==> src/rtl/rns64_pkg.sv <==
// rtl/rns64_pkg.sv - shared RNS(2^21-1, 2^21, 2^22+1) word layout, moduli and types
package rns64_pkg;

  localparam int RNS_W  = 65;

  localparam int R0_W   = 21;
  localparam int R1_W   = 21;
  localparam int R2_W   = 23;

  localparam int R0_LSB = 0;
  localparam int R1_LSB = 21;
  localparam int R2_LSB = 42;

  localparam int unsigned M0 = (1 << 21) - 1;
  localparam int unsigned M1 = (1 << 21);
  localparam int unsigned M2 = (1 << 22) + 1;

  // Residue word: r0 occupies the low bits, r2 the high bits.
  typedef struct packed {
    logic [R2_W-1:0] r2;
    logic [R1_W-1:0] r1;
    logic [R0_W-1:0] r0;
  } rns64_t;

  // Shape of a channel modulus, selects the reduction circuit.
  typedef enum int {
    MK_MINUS1,
    MK_POW2,
    MK_PLUS1
  } mod_kind_e;

  typedef enum logic [1:0] {
    ST_ACCUM,
    ST_DRAIN,
    ST_HOLD
  } state_e;

endpackage

==> src/rtl/rns_mac_64_if.sv <==
// rtl/rns_mac_64_if.sv - operand-in / result-out handshake bundle of the RNS MAC stage
interface rns_mac_64_if #(
  parameter int CNT_W = 16
) ();
  import rns64_pkg::*;

  logic             in_valid;
  logic             in_ready;
  rns64_t           in_a;
  rns64_t           in_b;
  logic             in_last;
  logic             out_valid;
  logic             out_ready;
  rns64_t           out_data;
  logic [CNT_W-1:0] out_terms;

  modport master (
    output in_valid, in_a, in_b, in_last, out_ready,
    input  in_ready, out_valid, out_data, out_terms
  );

  modport slave (
    input  in_valid, in_a, in_b, in_last, out_ready,
    output in_ready, out_valid, out_data, out_terms
  );

endinterface

==> src/rtl/rns_mod_reduce.sv <==
// rtl/rns_mod_reduce.sv - reduce a raw channel product mod M and add it to the accumulator
module rns_mod_reduce import rns64_pkg::*; #(
  parameter mod_kind_e KIND = MK_MINUS1,
  parameter int        N    = 21,
  parameter int        W    = 21,
  parameter int        PW   = 42
) (
  input  logic [PW-1:0] i_prod,
  input  logic [W-1:0]  i_acc,
  output logic [W-1:0]  o_sum
);

  localparam int unsigned M_INT = (KIND == MK_MINUS1) ? ((1 << N) - 1) :
                                  (KIND == MK_POW2)   ?  (1 << N)      :
                                                         ((1 << N) + 1);
  localparam logic [W:0]  M_EXT = (W+1)'(M_INT);

  logic [W-1:0] w_red;
  logic [W:0]   w_add;

  generate
    if (KIND == MK_MINUS1) begin : g_minus1
      // 2^N == 1: fold high half onto low half twice; the all-ones pattern is zero.
      logic [N:0]   w_s1;
      logic [N-1:0] w_s2;
      assign w_s1  = {1'b0, i_prod[2*N-1:N]} + {1'b0, i_prod[N-1:0]};
      assign w_s2  = w_s1[N-1:0] + {{(N-1){1'b0}}, w_s1[N]};
      assign w_red = (w_s2 == M_EXT[N-1:0]) ? '0 : W'(w_s2);
    end else if (KIND == MK_POW2) begin : g_pow2
      logic w_unused_hi;
      assign w_red       = i_prod[W-1:0];
      assign w_unused_hi = ^i_prod[PW-1:W];
    end else begin : g_plus1
      // 2^N == -1: low part minus high part, corrected by one M when negative.
      localparam int TW = PW - N + 1;
      logic [TW-1:0] w_t;
      logic [TW-1:0] w_tc;
      logic          w_unused_hi;
      assign w_t         = {{(TW-N){1'b0}}, i_prod[N-1:0]} - {1'b0, i_prod[PW-1:N]};
      assign w_tc        = w_t[TW-1] ? (w_t + TW'(M_INT)) : w_t;
      assign w_red       = w_tc[W-1:0];
      assign w_unused_hi = ^w_tc[TW-1:W];
    end
  endgenerate

  assign w_add = {1'b0, i_acc} + {1'b0, w_red};
  assign o_sum = (w_add >= M_EXT) ? W'(w_add - M_EXT) : w_add[W-1:0];

endmodule

==> src/rtl/rns_mac_64.sv <==
// rtl/rns_mac_64.sv - streaming per-channel RNS sum-of-products, one result per burst
module rns_mac_64 import rns64_pkg::*; #(
  parameter int CNT_W = 16
) (
  input  logic         clk,
  input  logic         reset,
  rns_mac_64_if.slave  bus
);

  state_e           r_state;
  state_e           w_next;
  logic             w_accept;
  logic             w_s2_done;
  logic [41:0]      r_p0;
  logic [41:0]      r_p1;
  logic [45:0]      r_p2;
  logic             r_s1_valid;
  logic             r_s1_last;
  rns64_t           r_acc;
  rns64_t           w_sum;
  logic [CNT_W-1:0] r_cnt;
  rns64_t           r_out_data;
  logic [CNT_W-1:0] r_out_terms;

  assign w_accept  = bus.in_valid && bus.in_ready;
  assign w_s2_done = r_s1_valid && r_s1_last;

  // State register.
  always_ff @(posedge clk) begin
    if (reset) r_state <= ST_ACCUM;
    else       r_state <= w_next;
  end

  // Next state: drain the pipeline after the last pair, hold until the result is taken.
  always_comb begin
    w_next = r_state;
    case (r_state)
      ST_ACCUM: if (w_accept && bus.in_last) w_next = ST_DRAIN;
      ST_DRAIN: if (w_s2_done)               w_next = ST_HOLD;
      ST_HOLD:  if (bus.out_ready)           w_next = ST_ACCUM;
      default:                               w_next = ST_ACCUM;
    endcase
  end

  // Handshake outputs decoded from state.
  always_comb begin
    bus.in_ready  = (r_state == ST_ACCUM);
    bus.out_valid = (r_state == ST_HOLD);
  end

  assign bus.out_data  = r_out_data;
  assign bus.out_terms = r_out_terms;

  // Stage 1: raw per-channel products of the accepted pair.
  always_ff @(posedge clk) begin
    if (reset) begin
      r_s1_valid <= 1'b0;
      r_s1_last  <= 1'b0;
    end else begin
      r_s1_valid <= w_accept;
      r_s1_last  <= w_accept && bus.in_last;
      if (w_accept) begin
        r_p0 <= 42'(bus.in_a.r0) * 42'(bus.in_b.r0);
        r_p1 <= 42'(bus.in_a.r1) * 42'(bus.in_b.r1);
        r_p2 <= 46'(bus.in_a.r2) * 46'(bus.in_b.r2);
      end
    end
  end

  rns_mod_reduce #(.KIND(MK_MINUS1), .N(21), .W(R0_W), .PW(42)) u_red0 (
    .i_prod (r_p0),
    .i_acc  (r_acc.r0),
    .o_sum  (w_sum.r0)
  );

  rns_mod_reduce #(.KIND(MK_POW2), .N(21), .W(R1_W), .PW(42)) u_red1 (
    .i_prod (r_p1),
    .i_acc  (r_acc.r1),
    .o_sum  (w_sum.r1)
  );

  rns_mod_reduce #(.KIND(MK_PLUS1), .N(22), .W(R2_W), .PW(46)) u_red2 (
    .i_prod (r_p2),
    .i_acc  (r_acc.r2),
    .o_sum  (w_sum.r2)
  );

  // Stage 2 accumulators and saturating term counter, cleared when the result is taken.
  always_ff @(posedge clk) begin
    if (reset) begin
      r_acc <= '0;
      r_cnt <= '0;
    end else if (bus.out_valid && bus.out_ready) begin
      r_acc <= '0;
      r_cnt <= '0;
    end else begin
      if (r_s1_valid)                  r_acc <= w_sum;
      if (w_accept && (r_cnt != '1))   r_cnt <= r_cnt + CNT_W'(1);
    end
  end

  // Result register, loaded by the stage-2 beat that carries last.
  always_ff @(posedge clk) begin
    if (reset) begin
      r_out_data  <= '0;
      r_out_terms <= '0;
    end else if (w_s2_done) begin
      r_out_data  <= w_sum;
      r_out_terms <= r_cnt;
    end
  end

endmodule

==> src/flat_wrapper.sv <==
// flat-port wrapper written by rule: the top's interface ports become plain ports
module rns_mac_64_flat import rns64_pkg::*;
#(
  parameter int CNT_W = 16
)
  (clk, reset, bus_in_valid, bus_in_a, bus_in_b, bus_in_last, bus_out_ready, bus_in_ready, bus_out_valid, bus_out_data, bus_out_terms);
  rns_mac_64_if #(.CNT_W(CNT_W)) bus_i ();
  input  logic clk;
  input  logic reset;
  input wire logic [$bits(bus_i.in_valid)-1:0] bus_in_valid;
  input wire logic [$bits(bus_i.in_a)-1:0] bus_in_a;
  input wire logic [$bits(bus_i.in_b)-1:0] bus_in_b;
  input wire logic [$bits(bus_i.in_last)-1:0] bus_in_last;
  input wire logic [$bits(bus_i.out_ready)-1:0] bus_out_ready;
  output wire logic [$bits(bus_i.in_ready)-1:0] bus_in_ready;
  output wire logic [$bits(bus_i.out_valid)-1:0] bus_out_valid;
  output wire logic [$bits(bus_i.out_data)-1:0] bus_out_data;
  output wire logic [$bits(bus_i.out_terms)-1:0] bus_out_terms;
  assign bus_i.in_valid = bus_in_valid;
  assign bus_i.in_a = bus_in_a;
  assign bus_i.in_b = bus_in_b;
  assign bus_i.in_last = bus_in_last;
  assign bus_i.out_ready = bus_out_ready;
  assign bus_in_ready = bus_i.in_ready;
  assign bus_out_valid = bus_i.out_valid;
  assign bus_out_data = bus_i.out_data;
  assign bus_out_terms = bus_i.out_terms;
  rns_mac_64 #(.CNT_W(CNT_W)) u_core (.clk(clk), .reset(reset), .bus(bus_i));
endmodule
==> config.mk <==
export PLATFORM = sky130hd
export DESIGN_NAME = rns_mac_64_flat
export DESIGN_NICKNAME = d
export VERILOG_FILES = /design/src/rtl/rns64_pkg.sv /design/src/rtl/rns_mac_64_if.sv /design/src/rtl/rns_mod_reduce.sv /design/src/rtl/rns_mac_64.sv /design/src/flat_wrapper.sv
export SDC_FILE = /design/constraint.sdc
export NUM_CORES = 2
export LEC_CHECK = 0
export ABC_AREA = 1
export CORE_MARGIN = 2
export CORE_UTILIZATION = 47
export DETAILED_ROUTE_END_ITERATION = 10
export GPL_TIMING_DRIVEN = 0
export REMOVE_ABC_BUFFERS = 1
export SETUP_SLACK_MARGIN = 0.1
export SLEW_MARGIN = 20
export SYNTH_ARGS = -nofsm -noshare
export SYNTH_HDL_FRONTEND = slang
export SYNTH_SLANG_ARGS = --single-unit
==> constraint.sdc <==
create_clock -name clk -period 15.8 [get_ports clk]
set_input_delay 2.37 -clock clk [delete_from_list [all_inputs] [get_ports clk]]
set_output_delay 2.37 -clock clk [all_outputs]
set_load 0.05 [all_outputs]
* After elaboration in Yosys (flattened, before gate mapping)
Cells that the tools add are included.
Widths: inputs -> output; s select.
** Storage, ports and cells
- Word-level logic and storage cells :: 57
- Flip-flop bits (word level) :: 275
** Cells by class
- Mux-type cells :: 9
- Equality and inequality tests :: 7
- Multipliers :: 3
- Bitwise gates (word level) :: 1
- $add $sub $neg :: 11
- Order comparisons :: 3
- Reduce and logical (&&, ||, !) cells :: 9
** Operators by type and width (count)
- $add 21x21->22 :: 3
- $mux 21 :: 3
- $mul 23x23->46 :: 1
- $mux 23 :: 2
- $mul 21x21->42 :: 1
- $sub 22x24->25 :: 1
- $add 23x23->24 :: 1
- $ge 24x23->1 const B :: 1
- $add 23x23->23 const B :: 1
- $sub 23x23->23 const B :: 1
- $ge 22x21->1 const B :: 1
- $ge 22x22->1 const B :: 1
- $add 21x1->21 :: 1
- $eq 21x21->1 const B :: 1
- $mul 21x21->21 :: 1
- $sub 21x1->21 const B :: 1
- $sub 21x21->21 const B :: 1
- $add 16x1->16 const B :: 1
- $ne 16x16->1 const B :: 1
- $mux 2 :: 3
- $pmux 2 s3 :: 1
- $logic_and 1x1->1 :: 5
- $ne 2x2->1 const B :: 2
- $reduce_and 3->1 :: 1
- other kinds (7) :: 7

* Depth between registers and ports, before layout
- Depth after elaboration :: 7
- Depth in mapped cells :: 50

* By module
From an unflattened synthesis, not the netlist that was laid out.
** Unflattened totals
- Cells, all modules :: 10048
- Area, all modules :: 70966.8 µm²
** By module, submodules not included
- rns_mac_64 :: cells an instance 7920, instances 1, area each 60226.5 µm²
- rns_mod_reduce (u_core.u_red2) :: cells an instance 997, instances 1, area each 4993.5 µm²
- rns_mod_reduce (u_core.u_red0) :: cells an instance 871, instances 1, area each 4355.4 µm²
- rns_mod_reduce (u_core.u_red1) :: cells an instance 260, instances 1, area each 1391.3 µm²

* Worst setup path after synthesis
No wires, ideal clock.
- Path type :: input -> register
- Start :: input port bus_in_b[6]
- End :: register u_core.r_p0[41], data pin
- Arrival time :: 8.173 ns
- Setup time :: 0.262 ns
- Slack :: 7.365 ns
- Stages :: 26
- Buffers on the path :: 1
- Path through :: clkbuf_1 > nand2_1 > fa_1 > inv_1 > fa_1 > inv_1 > fa_1 > inv_1 > fa_1 > inv_1 > fa_1 > inv_1 > fa_1 > fa_1 > ha_1 > nand2_1 > nor2_1 > inv_1 > nor4_1 > a21oi_1 > o21ai_0 > nand2_1 > nand2_1 > nand2_1 > a21oi_1 > xor2_1
** On the way
- Longest elaborated chain between the ends :: 1
** Ends and longest elaborated chain
- start, declared :: line flat_wrapper.sv:12 : input wire logic [$bits(bus_i.in_b)-1:0] bus_in_b;
- $mul 21x21->42 :: line rns_mac_64.sv:63 : r_p0 <= 42'(bus.in_a.r0) * 42'(bus.in_b.r0);
- end signal, assigned :: line rns_mac_64.sv:63
- end, declared :: line rns_mac_64.sv:14 : logic [41:0] r_p0;
No other way between the ends.
A chain may end at the register's enable or synchronous reset.

* Worst setup path in the final report
- Start :: input port bus_in_b[7]
- End :: register u_core.r_p0[41], data pin
The elaborated chain is that of the path after synthesis.

==> results.ini <==
[floorplan]
die_h_um=358
coreArea_mm2=0.124
rows=129
start_util_pct=47.5
die_area_mm2=0.128
die_w_um=358
io-pin-count=218

[synthesis]
synth_edf_count=109
synth_area_mm2=0.0589
yosys_warnings=0
yosysSeqAreaShare_pct=11.2
postSynthAreaPerCell_um2=7.34
ys_ff_latch=275
async_flop_share_pct=0
syn_inst=8024
synthFlopType=dfxtp_1
yosys.cell_types.count=55

[timing]
min_period_ns=9.78
tightest_slew_ns=1.18
min_period_over_period_pct=61.9
rsz0062_at_grt=false
slew_viol_final=0
finalSetupViolations=0
fin_tns_setup_ns=0
timing.max_slew.rel_slack_pct=21.4
max_freq_ghz=0.102
hold_viol_final=0
skew_ns=0.0289

[setup_path]
worstSetupPathType=in -> reg
cpLargestDelayFamily=adder cells
slowest_delay_ns=1.22
cpMaxStageDelayCell=clkdlybuf4s50_1
path_common_cell=fa_1
start_kind=input pin
required_ns=16.11
path_max_fanout=21
setup.worst_path.end_class=flip-flop
crit_arrival_ns=10.09
crit_buf_inv=7

[clocking]
htreeDepth=2
root_buffer=clkbuf_16
path_clk_slew_ns=0.06
clock_sinks=275
cts_tree=done
clockBufferDepth=3
cts_resized=0
clk_latency_ns=0.57
cts_hold_buffers=0
cts_made_buffers=35
post_cts_buffers=0

[global_route]
antenna_found_initial=0
grt_max_degree=98
grt_pass1_wl_um=255000
grt_pass1_vias=49809
grt-ovfl-total=0
grt_usage_pct=24.6

[place]
hpwl_um=125000
dpl_cell_area_mm2=0.0622
gp_congestion=0.901
placedCellCount=9608
portBuffers=217

[routing]
via_per_inst=5.02
drc_errors=1
drt_iter0_drc=2620
routed_wl_um=154000
dr_total_vias=48515
drt_pass1_iterations=9
wire_per_inst_um=15.9
antenna_left=0

[layout]
finish.instance_area_mm2=0.0632
final_cells=9671
syn_to_final_growth_pct=7.30
drive_gt1_share_pct=2.58
antennaDiodeCount=0
nets=9607
nFillCells=12268

[flow_run]
drv_cap=0

[hold_path]
hp-class=reg -> reg

[outcome]
violations=design-rule violations
status=finished, violations left

-- state kept, by name, summed over array words and instances (netlist names) --
register              flops
u_core.r_p1              21
u_core.r_cnt             16
u_core.bus.out_terms     16
u_core.r_state            2
u_core.r_acc             65
u_core.r_s1_last          1
u_core.bus.out_data      65
u_core.r_p0              42
u_core.r_p2              46
u_core.r_s1_valid         1
-- path summary, 6_finish.rpt --
path                    start                to  slack (ns)  cells past startpoint
min          u_core.r_acc[21]  u_core.r_acc[21]        0.47                      2
max reg2reg   u_core.r_p0[33]  u_core.r_acc[14]        7.00                     38
min reg2reg  u_core.r_acc[21]  u_core.r_acc[21]        0.47                      2
max               bus_in_b[7]   u_core.r_p0[41]        6.02                     26
-- metrics by stage --
| stage | utilization, % | hold WS, ns | worst slack (ns) |
|---|---|---|---|
| global placement | 50.0 | 0.456 | 3.52 |
| finish | 51.0 | 0.471 | 6.02 |
| global route | 51.0 | 0.499 | 5.51 |
| detailed placement | 50.2 | 0.468 | 5.40 |
| CTS | 51.1 | 0.475 | 6.01 |
| floorplan | - | 0.445 | 7.68 |
-- Yosys cell counts (2+ instances only) --
master	instances	share of area, %
a211oi_1	6	0.076
o21bai_1	11	0.14
a31oi_1	23	0.24
fa_1	956	32
edfxtp_1	109	5.6
or2_2	15	0.16
nor3_1	45	0.38
buf_4	4	0.051
nor2_2	36	0.38
nand2_1	2129	14
a21oi_1	255	2.2
o31ai_1	5	0.064
nor2_1	546	3.5
inv_1	2020	13
and3_1	4	0.042
o211ai_1	18	0.23
nand3_2	6	0.10
nand3_1	298	2.5
nand2_2	20	0.21
inv_2	7	0.045
a21o_1	10	0.13
buf_2	7	0.059
clkbuf_1	254	1.6
o2111ai_1	2	0.030
xor2_1	159	2.4
ha_1	508	11
nor4_1	10	0.11
o21ai_0	151	1.3
nand2_4	4	0.076
a21boi_0	7	0.089
a221oi_1	4	0.059
nand4_1	84	0.89
o221ai_1	3	0.045
buf_1	9	0.057
xnor2_1	83	1.2
nand3b_1	13	0.17
buf_6	4	0.076
o311ai_0	2	0.030
a21boi_1	2	0.025
nor2_4	5	0.096
dfxtp_1	166	5.6
o21a_1	11	0.14
-- layout make-up --
class / instances / area (µm²) / share of cell area, %
flip-flops and latches: 275 / 6600 / 10.4
repair buffers: 226 / 2140 / 3.39
inverters: 2027 / 7610 / 12.0
well taps: 1637 / 2050 / 3.24
multi-input cells: 5443 / 43600 / 69.0
clock inverters: 14 / 176 / 0.279
clock buffers: 49 / 980 / 1.55
-- layer usage --
| metal | global-route usage (%) | vias to the layer above | routed length, µm |
|---|---|---|---|
| met4 | 5.53 | 0 | 3270 |
| met2 | 42.6 | 1087 | 74400 |
| li1 | - | 23662 | - |
| met5 | 0 | - | 0 |
| met3 | 2.17 | 214 | 6870 |
| met1 | 33.3 | 23552 | 69100 |
-- cells in the final DEF (no fill, tap or decap), types with 11 or more instances in the layout --
master | netlist | final
nand2_1 | 2129 | 2128
inv_1 | 2020 | 2019
fa_1 | 956 | 956
nor2_1 | 546 | 545
ha_1 | 508 | 508
nand3_1 | 298 | 298
a21oi_1 | 255 | 254
clkdlybuf4s50_1 | 0 | 174
dfxtp_1 | 166 | 165
xor2_1 | 159 | 159
o21ai_0 | 151 | 151
edfxtp_1 | 109 | 109
nand4_1 | 84 | 84
xnor2_1 | 83 | 83
nor3_1 | 45 | 45
buf_2 | 7 | 42
clkbuf_16 | 0 | 36
nor2_2 | 36 | 35
a31oi_1 | 23 | 23
nand2_2 | 20 | 20
o211ai_1 | 18 | 18
or2_2 | 15 | 15
nand3b_1 | 13 | 13
o21a_1 | 11 | 11
o21bai_1 | 11 | 11
-- worst min-delay path: stages, from the launching register on --
cell	delay [ns]
dfxtp_1	0.31
nand2_1	0.06
a21oi_1	0.05
-- cells by family (layout without fill, tap and decap cells) --
group,Yosys count,in the layout,synth area share (%)
simple gates,3219,3219,22.2
buf+inv,2306,2316,14.8
fa+ha+maj,1464,1464,43.3
compound gates,517,517,4.85
flops,275,275,11.2
xor+xnor,243,243,3.63
Power is left out: the tool's default activity adds up to more than one toggle a clock period on the data nets, which glitch-free logic cannot reach.
